## src/rtl/alu_sequencer_pkg.sv

```systemverilog
// Shared types for the ALU sequencer: opcodes, FSM states, instruction field
// positions and the per-opcode operand-enable / flag decode.
package alu_sequencer_pkg;

    localparam int INSTR_W = 24;
    localparam int FIELD_W = 4;
    localparam int IMM_W   = 8;
    localparam int REN_W   = 5;

    localparam int OP_LSB  = 20;
    localparam int RD_LSB  = 16;
    localparam int RS_LSB  = 12;
    localparam int RT_LSB  = 8;
    localparam int IMM_LSB = 0;

    typedef enum logic [3:0] {
        OP_NOP  = 4'd0,
        OP_LDSW = 4'd1,
        OP_ADDI = 4'd2,
        OP_MUL  = 4'd3,
        OP_MAC  = 4'd4
    } op_e;

    typedef enum logic [1:0] {
        S_IDLE,
        S_READ,
        S_CAPT,
        S_WB
    } state_e;

    // reg_en bit order: [0] a, [1] b, [2] c, [3] d, [4] e
    localparam logic [REN_W-1:0] REN_LDSW = 5'b10000;
    localparam logic [REN_W-1:0] REN_ADDI = 5'b10000;
    localparam logic [REN_W-1:0] REN_MUL  = 5'b10011;
    localparam logic [REN_W-1:0] REN_MAC  = 5'b11111;

    typedef struct packed {
        logic [REN_W-1:0] reg_en;
        logic             f_add;
        logic             f_load;
    } ctrl_t;

    // Opcodes that occupy the READ/CAPT/WB sequence.
    function automatic logic op_is_exec(input logic [FIELD_W-1:0] op);
        return (op >= OP_LDSW) && (op <= OP_MAC);
    endfunction

    function automatic logic op_is_undef(input logic [FIELD_W-1:0] op);
        return op > OP_MAC;
    endfunction

    function automatic ctrl_t op_ctrl(input logic [FIELD_W-1:0] op);
        ctrl_t c;
        c = '0;
        case (op)
            OP_LDSW: c = '{reg_en: REN_LDSW, f_add: 1'b0, f_load: 1'b0};
            OP_ADDI: c = '{reg_en: REN_ADDI, f_add: 1'b1, f_load: 1'b1};
            OP_MUL:  c = '{reg_en: REN_MUL,  f_add: 1'b0, f_load: 1'b1};
            OP_MAC:  c = '{reg_en: REN_MAC,  f_add: 1'b1, f_load: 1'b1};
            default: c = '0;
        endcase
        return c;
    endfunction

endpackage

```

## src/rtl/alu_sequencer_if.sv

```systemverilog
// Instruction handshake plus ALU / register-file control bundle.
interface alu_sequencer_if
    import alu_sequencer_pkg::*;
#(
    parameter int BUS_WIDTH = 8,
    parameter int CNT_WIDTH = 16
);
    logic                 instr_valid;
    logic [INSTR_W-1:0]   instr;
    logic                 instr_ready;
    logic [FIELD_W-1:0]   rs_addr;
    logic [FIELD_W-1:0]   rt_addr;
    logic [BUS_WIDTH-1:0] imm;
    logic [REN_W-1:0]     reg_en;
    logic                 f_add;
    logic                 f_load;
    logic                 wr_en;
    logic [FIELD_W-1:0]   wr_addr;
    logic                 busy;
    logic                 illegal;
    logic [CNT_WIDTH-1:0] retired;

    modport master (
        output instr_valid, instr,
        input  instr_ready, rs_addr, rt_addr, imm, reg_en, f_add, f_load,
               wr_en, wr_addr, busy, illegal, retired
    );

    modport slave (
        input  instr_valid, instr,
        output instr_ready, rs_addr, rt_addr, imm, reg_en, f_add, f_load,
               wr_en, wr_addr, busy, illegal, retired
    );

endinterface

```

## src/rtl/alu_sequencer.sv

```systemverilog
// Four-state instruction sequencer: accepts one instruction in IDLE, then steps
// register read, operand capture and write-back, counting retired write-backs.
module alu_sequencer
    import alu_sequencer_pkg::*;
#(
    parameter int BUS_WIDTH = 8,
    parameter int CNT_WIDTH = 16
) (
    input logic            clk,
    input logic            rst_n,
    alu_sequencer_if.slave bus
);

    state_e               state_q, state_d;
    ctrl_t                ctrl_q;
    logic [FIELD_W-1:0]   rd_q, rs_q, rt_q;
    logic [BUS_WIDTH-1:0] imm_q;
    logic                 illegal_q;
    logic [CNT_WIDTH-1:0] retired_q;

    logic [FIELD_W-1:0]   op_in;
    logic                 ready;
    logic                 accept;
    logic                 start;
    logic                 busy;
    logic [REN_W-1:0]     reg_en;
    logic                 wr_en;

    assign op_in  = bus.instr[OP_LSB +: FIELD_W];
    assign accept = bus.instr_valid && ready;
    assign start  = accept && op_is_exec(op_in);

    always_ff @(posedge clk or negedge rst_n) begin
        if (!rst_n) begin
            state_q   <= S_IDLE;
            ctrl_q    <= '0;
            rd_q      <= '0;
            rs_q      <= '0;
            rt_q      <= '0;
            imm_q     <= '0;
            illegal_q <= 1'b0;
            retired_q <= '0;
        end else begin
            state_q   <= state_d;
            illegal_q <= accept && op_is_undef(op_in);
            // Fields are captured only for executing opcodes, so NOPs and
            // undefined opcodes leave the previous operands visible.
            if (start) begin
                ctrl_q <= op_ctrl(op_in);
                rd_q   <= bus.instr[RD_LSB +: FIELD_W];
                rs_q   <= bus.instr[RS_LSB +: FIELD_W];
                rt_q   <= bus.instr[RT_LSB +: FIELD_W];
                imm_q  <= BUS_WIDTH'(bus.instr[IMM_LSB +: IMM_W]);
            end
            if (state_q == S_WB)
                retired_q <= retired_q + CNT_WIDTH'(1);
        end
    end

    always_comb begin
        state_d = state_q;
        ready   = 1'b0;
        busy    = 1'b0;
        reg_en  = '0;
        wr_en   = 1'b0;
        case (state_q)
            S_IDLE: begin
                ready = 1'b1;
                if (start)
                    state_d = S_READ;
            end
            S_READ: begin
                busy    = 1'b1;
                state_d = S_CAPT;
            end
            S_CAPT: begin
                busy    = 1'b1;
                reg_en  = ctrl_q.reg_en;
                state_d = S_WB;
            end
            S_WB: begin
                busy    = 1'b1;
                wr_en   = 1'b1;
                state_d = S_IDLE;
            end
            default: state_d = S_IDLE;
        endcase
    end

    assign bus.instr_ready = ready;
    assign bus.busy        = busy;
    assign bus.reg_en      = reg_en;
    assign bus.wr_en       = wr_en;
    assign bus.wr_addr     = rd_q;
    assign bus.rs_addr     = rs_q;
    assign bus.rt_addr     = rt_q;
    assign bus.imm         = imm_q;
    assign bus.f_add       = busy && ctrl_q.f_add;
    assign bus.f_load      = busy && ctrl_q.f_load;
    assign bus.illegal     = illegal_q;
    assign bus.retired     = retired_q;

endmodule

```

## src/flat_wrapper.sv

```systemverilog
// flat-port wrapper written by rule: the top's interface ports become plain ports
module alu_sequencer_flat import alu_sequencer_pkg::*;
#(
    parameter int BUS_WIDTH = 8,
    parameter int CNT_WIDTH = 16
)
  (clk, rst_n, bus_instr_valid, bus_instr, bus_instr_ready, bus_rs_addr, bus_rt_addr, bus_imm, bus_reg_en, bus_f_add, bus_f_load, bus_wr_en, bus_wr_addr, bus_busy, bus_illegal, bus_retired);
  alu_sequencer_if #(.BUS_WIDTH(BUS_WIDTH), .CNT_WIDTH(CNT_WIDTH)) bus_i ();
  input logic clk;
  input logic rst_n;
  input wire logic [$bits(bus_i.instr_valid)-1:0] bus_instr_valid;
  input wire logic [$bits(bus_i.instr)-1:0] bus_instr;
  output wire logic [$bits(bus_i.instr_ready)-1:0] bus_instr_ready;
  output wire logic [$bits(bus_i.rs_addr)-1:0] bus_rs_addr;
  output wire logic [$bits(bus_i.rt_addr)-1:0] bus_rt_addr;
  output wire logic [$bits(bus_i.imm)-1:0] bus_imm;
  output wire logic [$bits(bus_i.reg_en)-1:0] bus_reg_en;
  output wire logic [$bits(bus_i.f_add)-1:0] bus_f_add;
  output wire logic [$bits(bus_i.f_load)-1:0] bus_f_load;
  output wire logic [$bits(bus_i.wr_en)-1:0] bus_wr_en;
  output wire logic [$bits(bus_i.wr_addr)-1:0] bus_wr_addr;
  output wire logic [$bits(bus_i.busy)-1:0] bus_busy;
  output wire logic [$bits(bus_i.illegal)-1:0] bus_illegal;
  output wire logic [$bits(bus_i.retired)-1:0] bus_retired;
  assign bus_i.instr_valid = bus_instr_valid;
  assign bus_i.instr = bus_instr;
  assign bus_instr_ready = bus_i.instr_ready;
  assign bus_rs_addr = bus_i.rs_addr;
  assign bus_rt_addr = bus_i.rt_addr;
  assign bus_imm = bus_i.imm;
  assign bus_reg_en = bus_i.reg_en;
  assign bus_f_add = bus_i.f_add;
  assign bus_f_load = bus_i.f_load;
  assign bus_wr_en = bus_i.wr_en;
  assign bus_wr_addr = bus_i.wr_addr;
  assign bus_busy = bus_i.busy;
  assign bus_illegal = bus_i.illegal;
  assign bus_retired = bus_i.retired;
  alu_sequencer #(.BUS_WIDTH(BUS_WIDTH), .CNT_WIDTH(CNT_WIDTH)) u_core (.clk(clk), .rst_n(rst_n), .bus(bus_i));
endmodule
```

## config.mk

```make
export PLATFORM = sky130hd
export DESIGN_NAME = alu_sequencer_flat
export DESIGN_NICKNAME = d
export VERILOG_FILES = /design/src/rtl/alu_sequencer_pkg.sv /design/src/rtl/alu_sequencer_if.sv /design/src/rtl/alu_sequencer.sv /design/src/flat_wrapper.sv
export SDC_FILE = /design/constraint.sdc
export NUM_CORES = 1
export LEC_CHECK = 0
export BUFFER_PORTS_ARGS = -buffer_cell sky130_fd_sc_hd__buf_2
export CAP_MARGIN = 30
export CORE_UTILIZATION = 43
export CTS_BUF_LIST = sky130_fd_sc_hd__clkbuf_8 sky130_fd_sc_hd__clkbuf_16
export DETAILED_ROUTE_END_ITERATION = 8
export PLACE_DENSITY = 0.8
export SLEW_MARGIN = 30
export SYNTH_ARGS = -nofsm -noshare
export SYNTH_HDL_FRONTEND = slang
export SYNTH_SLANG_ARGS = --single-unit
```

## constraint.sdc

```tcl
create_clock -name clk -period 1.7 [get_ports clk]
set_input_delay 0.34 -clock clk [delete_from_list [all_inputs] [get_ports clk]]
set_output_delay 0.34 -clock clk [all_outputs]
set_load 0.01 [all_outputs]
```

Word-level counts from Yosys, hierarchy flattened
Index checks and enable logic that the tools add are counted.
- add/sub/neg operators: 1
- $lt $le $gt $ge: 3
- equality and inequality tests: 8
- mux-type cells: 7
- reduce and logical (&&, ||, !) cells: 8
- operator list (kind ; number):
    $pmux 7 s4 ; 1
    $add 16x1->16 const B ; 1
    $eq 4x2->1 const B ; 2
    $pmux 2 s4 ; 1
    $logic_and 1x1->1 ; 6
    $mux 5 ; 1
    $eq 2x2->1 const B ; 2
    $eq 4x1->1 const B ; 1
    $eq 4x3->1 const B ; 1
    $ge 4x1->1 const B ; 1
    $gt 4x3->1 const B ; 1
    $le 4x3->1 const B ; 1
    $mux 1 ; 3
    $reduce_or 3->1 ; 1
    $eq 2x1->1 const B ; 1
    $logic_not 2->1 ; 1
    $mux 2 ; 1
    $ne 2x1->1 const B ; 1
- register bits after elaboration: 46
- output and inout bits: 47
- logic and storage cells: 37

Logic depth before layout (Yosys ltp)
- depth in word-level cells: 6
- gate-level depth with buffers: 6
- mapped depth without buffers: 6

Worst setup path after synthesis
Ideal clock, no wire load.
- path type: register -> register
- start point: reg u_core.state_q[0]
- end point: reg u_core.imm_q[0], in the netlist u_core.bus.imm[0]
- arrival time: 1.693 ns
- data required time: 1.575 ns
- path slack: -0.117 ns
- cell stages (with the launch flop): 7
- buffers on the path: 1
- period minus slack after synthesis: 1.817 ns
- cells stage by stage: dfrtp_1 > inv_1 > ha_1 > nand3b_1 > nor3_2 > buf_2 > mux2_2
- cells in the longest elaborated chain, start to end: 4
- ends and longest elaborated chain (element ; RTL line ; text):
    start: declaration ; alu_sequencer.sv:14 ; state_e state_q, state_d;
    start signal: assignment ; alu_sequencer.sv:44 ; state_q <= state_d;
    $logic_not 2->1 ; alu_sequencer.sv:66 ; case (state_q)
    $mux 1 ; alu_sequencer.sv:66 ;
    via bus_instr_ready ; flat_wrapper.sv:13 ; output wire logic [$bits(bus_i.instr_ready)-1:0] bus_instr_ready;
    $logic_and 1x1->1 ; alu_sequencer.sv:30 ; assign accept = bus.instr_valid && ready;
    $logic_and 1x1->1 ; alu_sequencer.sv:31 ; assign start = accept && op_is_exec(op_in);
    end signal: assignment ; alu_sequencer.sv:53 ; imm_q <= BUS_WIDTH'(bus.instr[IMM_LSB +: IMM_W]);
    end: declaration ; alu_sequencer.sv:17 ; logic [BUS_WIDTH-1:0] imm_q;
The timed path passes the listed nets, and every way through them passes these cells.
A chain may end at the register's enable or synchronous reset.

Worst setup path in the final report
- start point: reg u_core.state_q[1]
- end point: reg u_core.imm_q[2], in the netlist u_core.bus.imm[2]
- cells in the longest elaborated chain, start to end: 4
- ends and longest elaborated chain (element ; RTL line):
    $logic_not 2->1 ; alu_sequencer.sv:66
    $mux 1 ; alu_sequencer.sv:66
    $logic_and 1x1->1 ; alu_sequencer.sv:30
    $logic_and 1x1->1 ; alu_sequencer.sv:31
Every way passes these cells.

==> impl_metrics.py <==
metrics = {
    "grt": {
        "first_pass_grt_wire_length_um": 6180,
        "groute.usage.overall": 0.182,
        "number_of_antenna_violations_at_the_first_check_in_global_routing": 0,
        "grt_pass1_vias": 1371,
        "grt_max_degree": 25,
        "gr-total-overflow": 0,
    },
    "cts": {
        "clk_transition_reported_paths_ns": 0.08,
        "clock_sinks": 44,
        "clock_path_buffers": 2,
        "clk_latency_ns": 0.29,
        "cts_root_buf": "clkbuf_8",
        "tritoncts_buffers": 5,
        "clock_tree_from_tritoncts": "done",
        "htree_num_levels": 2,
    },
    "timing": {
        "final.hold.worst_slack_ns": -0.00235,
        "slew_headroom": 0.671,
        "max_freq_ghz": 0.595,
        "finalClockSkew_ns": 0.00521,
        "min_period_ns": 1.68,
        "final_hold_viol_count": 11,
        "timing.final.crit_share": 0.989,
        "report.final.setup_viol": 0,
        "rsz0062_at_grt": "yes",
        "number_of_pins_exceeding_their_max_slew_limit_in_the_final_report": 0,
        "tightestPinTransition_ns": 0.493,
    },
    "power_and_ir_drop": {
        "power.ir.vdd_worst_mv": 1.08,
        "power.leakage_uw": 0.00141,
        "power_density_mw_per_mm2": 1570,
        "report.power.total_uw": 4420,
    },
    "logic_synthesis": {
        "synth_sequential_area_ratio": 0.574,
        "asyncSetResetFlopFracSynth": 1.00,
        "synth_warnings": 0,
        "cells_after_synth": 153,
        "post_synth.cell_area_avg_um2": 12.5,
        "synth_enable_flop_cells": 0,
        "netlist-cell-type-count": 28,
        "yosys_most_used_dff": "dfrtp_1",
        "synthesis.nets": 185,
        "post_synth_instance_area_mm2": 0.00192,
        "synth_seq_cells": 44,
    },
    "floorplanning": {
        "coreArea_mm2": 0.00414,
        "std_cell_rows": 23,
        "die_area_mm2": 0.00473,
        "io-pin-count": 74,
        "floorplan.initialDensity": 0.463,
        "die_w_um": 68.8,
        "dieHeight_um": 68.8,
    },
    "setup_path": {
        "required_ns": 1.88,
        "critical_path.max_fanout": 5,
        "startpoint": "u_core.state_q[1]",
        "setup.worst_path.class": "register to register",
        "worst-endpoint-arrival_ns": 1.86,
        "crit_start_category": "register",
        "crit_path_max_incr_delay_ns": 0.39,
        "timing.critical_path.slowest_stage_cell": "dfrtp_1",
        "timing.rr.start": "u_core.state_q[1]",
        "setup.worst_path.end_class": "register",
        "cp_cell_sequence": "inv_2 > ha_4 > nand3b_1 > nor3_4 > buf_6 > clkbuf_16 > mux2_4",
    },
    "placement": {
        "placedInstanceArea_mm2": 0.00243,
        "hpwl_dp_um": 2870,
        "io_buffer_count": 73,
        "global_placement_routability_congestion": 0.891,
        "place.detailed.instances": 282,
    },
    "cells_and_area": {
        "filler_cell_count": 302,
        "n_antenna_cell": 0,
        "share_of_final_layout_standard_cells_stronger_than_drive_strength_1": 0.559,
        "areaGrowthSynthToFinish_pct": 46.6,
        "final_nets": 278,
        "final_cell_count_no_fill": 297,
        "post-route-cell-area_mm2": 0.00281,
    },
    "route": {
        "routed-via-count": 1525,
        "post_drt_via_cell_ratio": 5.13,
        "drt_drc_violations_left": 0,
        "drt_iter0_drc": 78,
        "post_drt_wl_per_cell_um": 15.0,
        "postRouteAntennaNets": 0,
        "routed_wirelength_um": 4450,
        "first_pass_iters": 4,
    },
    "min_path": {
        "path_category_of_the_worst_min_delay_check": "input port to asynchronous set/reset pin",
    },
    "status": {
        "run_status": "finished, violations left",
        "failed_checks": "negative hold slack",
    },
    "flow_run": {
        "max_cap_violations": 0,
    },
}
-- sequential cells by signal (all words and copies together) (netlist names) --
register            flops
u_core.bus.imm          8
u_core.bus.rs_addr      4
u_core.bus.rt_addr      4
u_core.bus.illegal      1
u_core.state_q          2
u_core.bus.retired     16
u_core.bus.wr_addr      4
u_core.ctrl_q           5
-- routing by layer --
layer / global-route usage / wire [µm] / up-vias
met5: 0 / 0 / -
met4: 0.0689 / 44 / 0
met3: 0.0461 / 270 / 5
met2: 0.287 / 2130 / 57
met1: 0.243 / 2000 / 755
li1: - / - / 708
-- power breakdown --
group	leakage [µW]	total (µW)	internal [µW]	switching, µW
sequential	0.000546	1660	1400	253
combinational	0.000798	1900	1070	827
clock	0.0000645	868	518	349
total	0.00141	4420	2990	1430
-- final timing paths --
kind | end | slack [ns] | depth (start not counted)
worst max-delay path | u_core.bus.imm[2] | 0.02 | 7
worst min-delay path | u_core.bus.retired[10] | -0.002 | 1
worst max register to register | u_core.bus.imm[2] | 0.02 | 7
worst min register to register | u_core.bus.retired[15] | 0.46 | 1
max in group asynchronous | u_core.bus.rs_addr[2] | 1.21 | 2
min in group clk | u_core.bus.rs_addr[3] | 0.27 | 2
-- synthesized netlist by cell type, types with 2 or more instances --
cell type | n | share of area
a21oi_1 | 4 | 0.010
and2_1 | 3 | 0.0098
buf_2 | 3 | 0.0078
buf_4 | 2 | 0.0078
dfrtp_1 | 44 | 0.57
ha_1 | 5 | 0.033
inv_1 | 5 | 0.0098
mux2_2 | 22 | 0.13
mux2i_1 | 2 | 0.010
nand2_1 | 9 | 0.018
nand3_1 | 2 | 0.0052
nand4_1 | 5 | 0.016
nor2_1 | 10 | 0.020
nor2b_1 | 2 | 0.0065
nor3_1 | 2 | 0.0052
nor3_2 | 2 | 0.010
o21ai_0 | 5 | 0.013
or2_2 | 2 | 0.0065
xnor2_1 | 10 | 0.046
xor2_1 | 6 | 0.027
-- cells by family (layout without fill, tap and decap cells) --
family | Yosys count | after routing | share of synthesized area
DFF | 44 | 44 | 0.574
and+or+nand+nor | 42 | 42 | 0.120
muxes | 24 | 24 | 0.140
xor gates and xnor gates | 16 | 16 | 0.0731
AOI/OAI and AO/OA | 12 | 12 | 0.0346
buffers and inverters | 10 | 104 | 0.0255
adders and majority gates | 5 | 5 | 0.0326
-- worst max-delay path, delay by kind of cell (launching register included) --
family | cells | cell delay (ns)
AND/OR/NAND/NOR | 2 | 0.31
buffers and inverters | 3 | 0.43
multiplexers | 1 | 0.30
adder cells (fa/ha/maj) | 1 | 0.13
flip-flops | 1 | 0.39
-- metrics by stage --
step	worst slack (ns)	hold slack (ns)	setup TNS (ns)	util
after global routing	-0.0542	0.0247	-0.894	0.678
after floorplan	0.00631	0.0444	0	-
after global placement	0.0183	0.323	0	0.588
after CTS	-0.00128	0.00286	-0.00242	0.637
after detailed placement	-0.0344	0.328	-0.559	0.588
final	0.0182	-0.00235	0	0.678
-- cell usage in the layout (no fill, tap or decap), drive strengths merged, types with 5 or more instances in the layout --
master	instances
inv	5
clkbuf	9
ha	5
xnor2	10
nor2	10
dfrtp	44
nand2	9
xor2	6
mux2	22
nand4	6
buf	89
o21ai	5
-- layout make-up --
class                   instances  area [µm²]  share of cell area
clock inverters                 1        30.0              0.0107
flip-flops and latches         44        1100               0.392
inverters                       5        18.8             0.00668
repair buffers                 91         584               0.208
clock buffers                   7        96.3              0.0343
well taps                      50        62.6              0.0223
multi-input cells              99         917               0.326
-- what timing repair did --
item                       4_1_cts  5_1_grt
pin swaps                        1        3
gates cloned                     1        2
hold buffers                     0        0
setup endpoints to repair       28       35
buffers inserted                 2        2
gates resized for setup          7       28
Power figures use the tool's default switching activity.
